<file path="src/rtl/lsu_align.sv">
// Load/store alignment unit: maps MEM-stage byte accesses onto four dmem byte lanes,
// splitting accesses that cross a word boundary and decoding a single GPIO register.
module lsu_align #(
    parameter logic [31:0] IO_BASE = 32'h2000_0000,
    parameter int          GPIO_W  = 8
) (
    input  logic              clk,
    input  logic              rst,
    input  logic              req_valid,
    input  logic              req_we,
    input  logic [2:0]        req_funct3,
    input  logic [31:0]       req_addr,
    input  logic [31:0]       req_wdata,
    output logic              stall,
    output logic [31:0]       dmem_addr,
    output logic [3:0]        dmem_we,
    output logic [31:0]       dmem_wdata,
    input  logic [31:0]       dmem_rdata,
    output logic              rsp_valid,
    output logic [31:0]       rsp_rdata,
    output logic [GPIO_W-1:0] gpio_out
);

    typedef enum logic {
        IDLE,
        SPLIT
    } state_t;

    state_t      state;
    state_t      state_next;
    logic [31:0] buf_q;

    logic [1:0]  off;
    logic [3:0]  size_mask;
    logic [7:0]  lane_span;
    logic [3:0]  buf_lanes;
    logic        illegal;
    logic        is_io;
    logic        is_split;
    logic [31:0] wa;
    logic [31:0] wrot;
    logic [31:0] merged;
    logic [31:0] load_word;
    logic [31:0] load_ext;
    logic [31:0] gpio_ext;

    logic        rsp_valid_next;
    logic [31:0] rsp_rdata_next;
    logic        buf_load;
    logic        gpio_load;

    function automatic logic [31:0] rotl8(input logic [31:0] x, input logic [1:0] k);
        logic [31:0] r;
        case (k)
            2'd0:    r = x;
            2'd1:    r = {x[23:0], x[31:24]};
            2'd2:    r = {x[15:0], x[31:16]};
            default: r = {x[7:0],  x[31:8]};
        endcase
        return r;
    endfunction

    function automatic logic [31:0] rotr8(input logic [31:0] x, input logic [1:0] k);
        logic [31:0] r;
        case (k)
            2'd0:    r = x;
            2'd1:    r = {x[7:0],  x[31:8]};
            2'd2:    r = {x[15:0], x[31:16]};
            default: r = {x[23:0], x[31:24]};
        endcase
        return r;
    endfunction

    function automatic logic [31:0] extend(input logic [31:0] raw, input logic [2:0] f3);
        logic [31:0] r;
        case (f3)
            3'b000:  r = {{24{raw[7]}}, raw[7:0]};
            3'b100:  r = {24'd0, raw[7:0]};
            3'b001:  r = {{16{raw[15]}}, raw[15:0]};
            3'b101:  r = {16'd0, raw[15:0]};
            3'b010:  r = raw;
            default: r = 32'd0;
        endcase
        return r;
    endfunction

    // Lanes touched by the access, as an 8-lane window: low nibble is beat 1, high nibble beat 2.
    always_comb begin
        off       = req_addr[1:0];
        illegal   = 1'b0;
        size_mask = 4'b0000;
        case (req_funct3)
            3'b000, 3'b100: size_mask = 4'b0001;
            3'b001, 3'b101: size_mask = 4'b0011;
            3'b010:         size_mask = 4'b1111;
            default:        illegal   = 1'b1;
        endcase
        lane_span = {4'b0000, size_mask} << off;
        buf_lanes = 4'b1111 << off;
        is_io     = (req_addr[31:28] == IO_BASE[31:28]);
        is_split  = !is_io && (lane_span[7:4] != 4'b0000);
        wa        = {req_addr[31:2], 2'b00};
        wrot      = rotl8(req_wdata, off);
    end

    // Second beat merges the upper lanes captured from the first word with the fresh lower lanes.
    always_comb begin
        merged = 32'd0;
        for (int i = 0; i < 4; i++) begin
            merged[8*i +: 8] = buf_lanes[i] ? buf_q[8*i +: 8] : dmem_rdata[8*i +: 8];
        end
        load_word = (state == SPLIT) ? merged : dmem_rdata;
        load_ext  = extend(rotr8(load_word, off), req_funct3);
        gpio_ext  = 32'd0;
        gpio_ext[GPIO_W-1:0] = gpio_out;
    end

    always_comb begin
        state_next     = state;
        stall          = 1'b0;
        dmem_addr      = wa;
        dmem_we        = 4'b0000;
        dmem_wdata     = wrot;
        rsp_valid_next = 1'b0;
        rsp_rdata_next = rsp_rdata;
        buf_load       = 1'b0;
        gpio_load      = 1'b0;

        case (state)
            IDLE: begin
                if (req_valid) begin
                    if (illegal) begin
                        rsp_valid_next = 1'b1;
                        rsp_rdata_next = 32'd0;
                    end else if (is_io) begin
                        gpio_load      = req_we;
                        rsp_valid_next = 1'b1;
                        rsp_rdata_next = req_we ? 32'd0 : gpio_ext;
                    end else if (is_split) begin
                        stall      = 1'b1;
                        dmem_we    = req_we ? lane_span[3:0] : 4'b0000;
                        buf_load   = 1'b1;
                        state_next = SPLIT;
                    end else begin
                        dmem_we        = req_we ? lane_span[3:0] : 4'b0000;
                        rsp_valid_next = 1'b1;
                        rsp_rdata_next = req_we ? 32'd0 : load_ext;
                    end
                end
            end
            SPLIT: begin
                dmem_addr      = wa + 32'd4;
                dmem_we        = req_we ? lane_span[7:4] : 4'b0000;
                rsp_valid_next = 1'b1;
                rsp_rdata_next = req_we ? 32'd0 : load_ext;
                state_next     = IDLE;
            end
            default: state_next = IDLE;
        endcase

        // Reset must not commit a write or hold the pipeline, even mid-split.
        if (rst) begin
            stall   = 1'b0;
            dmem_we = 4'b0000;
        end
    end

    always_ff @(posedge clk) begin
        if (rst) begin
            state     <= IDLE;
            buf_q     <= 32'd0;
            rsp_valid <= 1'b0;
            rsp_rdata <= 32'd0;
            gpio_out  <= '0;
        end else begin
            state     <= state_next;
            rsp_valid <= rsp_valid_next;
            rsp_rdata <= rsp_rdata_next;
            if (buf_load) begin
                buf_q <= dmem_rdata;
            end
            if (gpio_load) begin
                gpio_out <= req_wdata[GPIO_W-1:0];
            end
        end
    end

endmodule

</file>
<file path="config.mk">
export PLATFORM = sky130hd
export DESIGN_NAME = lsu_align
export DESIGN_NICKNAME = d
export VERILOG_FILES = /design/src/rtl/lsu_align.sv
export SDC_FILE = /design/constraint.sdc
export NUM_CORES = 1
export LEC_CHECK = 0
export CAP_MARGIN = 40
export CORE_MARGIN = 4
export CORE_UTILIZATION = 48
export DETAILED_ROUTE_END_ITERATION = 10
export PLACE_DENSITY = 0.88
export SLEW_MARGIN = 20
export SYNTH_ARGS = -nofsm -noshare
export SYNTH_HDL_FRONTEND = slang
export SYNTH_SLANG_ARGS = --single-unit
export TNS_END_PERCENT = 10
</file>
<file path="constraint.sdc">
create_clock -name clk -period 7.99 [get_ports clk]
set_input_delay 1.598 -clock clk [delete_from_list [all_inputs] [get_ports clk]]
set_output_delay 1.598 -clock clk [all_outputs]
set_load 0.005 [all_outputs]
</file>
==> impl_summary.txt <==
----------------------------------------------------
[Detailed routing]
  Routed length per instance ... 21.5 um
  Final routed wirelength across all metal layers ... 19.5 mm
  Detail Route Antenna Nets ... 0
  Number of search-and-repair iterations in the first detailed-routing pass ... 6
  Vias after detailed routing ... 5734
  DR vias/cell ... 6.30
  Iteration-0 DRC count of the detailed router ... 542
  Drc violations ... 0

[Synth]
  Compound-gate portion of the synthesized area ... 21.4%
  Combinational family with the most area after synthesis ... multiplexers
  Mux share of post-synthesis cell area ... 22.1%
  Post-synth cell types ... 60
  Netlist area before placement ... 0.00523 sq mm
  Post-synthesis register bit count ... 74
  Fraction of the mapped netlist area in adder cells ... 0.239%
  Share of synthesized registers carrying an async set or reset ... 0%
  Fraction of the yosys area taken by sequential cells ... 28.3%
  Dominant register cell in the synthesized netlist ... sky130_fd_sc_hd__dfxtp_1
  Count of yosys warnings during synthesis ... 0
  Share of synthesized cell area in and, or, nand and nor gates ... 18.5%
  Post-synthesis cell count ... 584
  Synthesized area per cell ... 8.96 sq um
  Number of enable flip-flop cells after synthesis ... 0
  Xor/xnor cell area share of the yosys netlist ... 4.86%

[STA]
  Endpoints failing setup ... 0
  Worst-margin pin slew ... 914 ps
  Slew Limit Headroom ... 38.6%
  Hold slack final ... 456 ps
  Final Hold Fails ... 0
  Max Fclk ... 174 MHz
  Setup TNS after final layout ... 0 ps
  Part of the cycle the worst path needs ... 71.9%
  Max-slew violation total from the final report ... 0
  Period minus WS final ... 5750 ps
  RSZ-0062 raised after global routing ... false
  Final worst clock skew ... 11.0 ps

[Layout]
  Proportion of layout cells with a drive suffix above 1 ... 10.2%
  Area taken by flip-flops and latches ... 0.00148 sq mm
  Final Instance Count excl. Fillers ... 910
  Number of antenna cells inserted ... 0
  Finished layout cell area ... 0.00759 sq mm
  Multi-input logic area ... 0.00352 sq mm
  Area growth syn-to-layout ... 45.1%
  Core Util, Final ... 72.5%
  Final #Nets ... 873
  FILL cells ... 822

[Critical path]
  CP most frequent cell ... sky130_fd_sc_hd__clkdlybuf4s50_1
  Max stage delay on crit path ... 580 ps
  Crit start category ... input port
  Cell-by-cell listing of the critical path ... clkdlybuf4s50_1, and4_1, nand4_1, nor3_1, and3_1, xor2_1, clkdlybuf4s50_1
  CP max stage cell ... sky130_fd_sc_hd__nor3_1
  Family with the most delay on the worst path ... simple AND/OR/NAND/NOR gates
  Type of destination of the critical path ... output pin
  Worst setup path class ... input port to output pin
  Critical Path AT ... 4150 ps
  Critical Path RT ... 6390 ps
  Highest fanout seen on the critical path ... 6
  Number of buffer and inverter instances along the worst setup path ... 2

[Min path]
  Min-Delay Path Class ... register to register

[Placement]
  Placed Cells incl. Taps ... 893
  Post-detailed-placement half-perimeter wirelength ... 14.6 mm
  Number of input and output port buffers inserted ... 210
  Placer Congestion ... 0.974
  Area after detailed placement ... 0.00739 sq mm

[CTS]
  TritonCTS clock tree ... yes
  Clock root cell ... sky130_fd_sc_hd__clkbuf_8
  Number of gates given a new drive strength after cts ... 0
  Setup fix buffers added after clock tree synthesis ... 0
  Clock sinks ... 74
  Clock latency reported for the late side of the worst-skew pair ... 360 ps
  Hold buffer count at cts ... 0
  Clock-pin slew on the worst setup and hold paths ... 70 ps
  Number of CTS-inserted buffers ... 9
  Maximum clock insertion buffer count ... 2
  Max H-tree Level ... 3

[Floorplan]
  Number of top-level design ports ... 213
  Die width ... 112 um
  Placement row count ... 37
  Vertical extent of the die ... 112 um
  Total Die Area ... 0.0126 sq mm
  Core area ... 0.0105 sq mm
  Initial core utilization ... 50.0%

[Global routing]
  Global-route usage over all layers ... 30.2%
  Global-route wire length before repair ... 30.9 mm
  Total overflow reported by the global router ... 0
  Pin count of the biggest net entering global routing ... 58
  Number of antenna violations at the first check in global routing ... 0
  Vias in the first global route ... 5660

[Run status]
  Status ... completed

[Power and ir drop]
  Reported leakage power ... 2.59 nW
  Power density normalized to cell area ... 129 mW/mm^2
  Max IR drop VDD ... 0.101 mV

[Flow run]
  Max-capacitance violation count ... 0

----------------------------------------------------
## state kept, by name (all words and copies together) (netlist names)
signal	cells
buf_q	32
rsp_rdata	32
rsp_valid	1
state	1
gpio_out	8
## report_power, final
| group | leakage [nW] | internal (mW) | switching (mW) |
|---|---|---|---|
| registers | 0.599 | 0.378 | 0.00514 |
| clock network | 0.0889 | 0.145 | 0.149 |
| logic | 1.90 | 0.162 | 0.137 |
| total | 2.59 | 0.685 | 0.291 |
## worst min-delay path, delay by kind of cell (launching register included)
| family | cells | cell delay [ps] |
|---|---|---|
| simple gates | 1 | 50 |
| flops | 1 | 310 |
| compound gates | 1 | 50 |
## cells in the final DEF, fill, tap and decap left out, types with 8 or more instances in the layout
cell,n
sky130_fd_sc_hd__xor2_1,8
sky130_fd_sc_hd__buf_4,8
sky130_fd_sc_hd__nand4_1,18
sky130_fd_sc_hd__a211oi_1,9
sky130_fd_sc_hd__a22oi_1,23
sky130_fd_sc_hd__nand3_1,11
sky130_fd_sc_hd__o2bb2ai_1,8
sky130_fd_sc_hd__dfxtp_1,73
sky130_fd_sc_hd__mux2i_1,40
sky130_fd_sc_hd__clkbuf_8,9
sky130_fd_sc_hd__xnor2_1,21
sky130_fd_sc_hd__nor2_1,51
sky130_fd_sc_hd__mux4_2,33
sky130_fd_sc_hd__a221oi_1,8
sky130_fd_sc_hd__a21oi_1,44
sky130_fd_sc_hd__o22ai_1,16
sky130_fd_sc_hd__a221o_1,16
sky130_fd_sc_hd__clkdlybuf4s50_1,207
sky130_fd_sc_hd__a31oi_1,8
sky130_fd_sc_hd__nand2_1,79
## routing by layer
layer | global-route usage [%] | share of wire, % | wire [um] | vias up
met2 | 52.6 | 50 | 9780 | 344
li1 | - | - | - | 2612
met5 | 0 | 0 | 0 | -
met4 | 10.2 | 2.9 | 571 | 0
met1 | 37.2 | 39 | 7550 | 2724
met3 | 6.25 | 8.4 | 1640 | 54
## path summary, 6_finish.rpt
kind              slack, ps                   endpoint                    from  cells past startpoint
setup / recovery       2240              dmem_addr[21]             req_addr[8]                      7
hold / removal          460     buf_q[31]$_SDFFE_PP0P_  buf_q[31]$_SDFFE_PP0P_                      2
hold reg to reg         460     buf_q[31]$_SDFFE_PP0P_  buf_q[31]$_SDFFE_PP0P_                      2
setup reg to reg       4970  rsp_rdata[8]$_SDFFE_PP0P_        state$_SDFF_PP0_                      6
## Yosys cell counts (all sizes together) (10+ instances only)
master	n	share of area [%]
a21oi	44	4.2
a221o	16	3.1
a211oi	10	1.7
nor2	52	3.8
clkbuf	26	1.9
o22ai	16	1.9
a22oi	23	3.3
dfxtp	74	28
mux2i	40	7.7
buf	24	2.5
nand2	79	5.7
mux4	33	14
nand4	18	2.2
a31oi	10	1.6
nand3	11	1.1
xnor2	21	3.5
## through the flow
stage	worst slack, ps	power [mW]
2_1_floorplan	3210	0.520
3_3_place_gp	2280	0.677
3_5_place_dp	2240	0.686
4_1_cts	2240	0.973
5_1_grt	1980	1.01
6_report	2240	0.976
## cell type report
class                   instances  area share (%)
repair buffers                223            29.2
clock inverters                 6           0.874
clock buffers                  10            1.68
multi-input cells             459            46.4
well taps                     136            2.24
flip-flops and latches         74            19.5
inverters                       2          0.0989
## cell families (layout without fill, tap and decap cells)
logic type	after synthesis	in the layout
AOI/OAI and AO/OA	154	154
xor gates and xnor gates	29	29
adders and majority gates	1	1
buffers and inverters	52	241
DFF	74	74
muxes	74	74
other	1	2
and+or+nand+nor	199	199
Power figures use the tool's default switching activity.
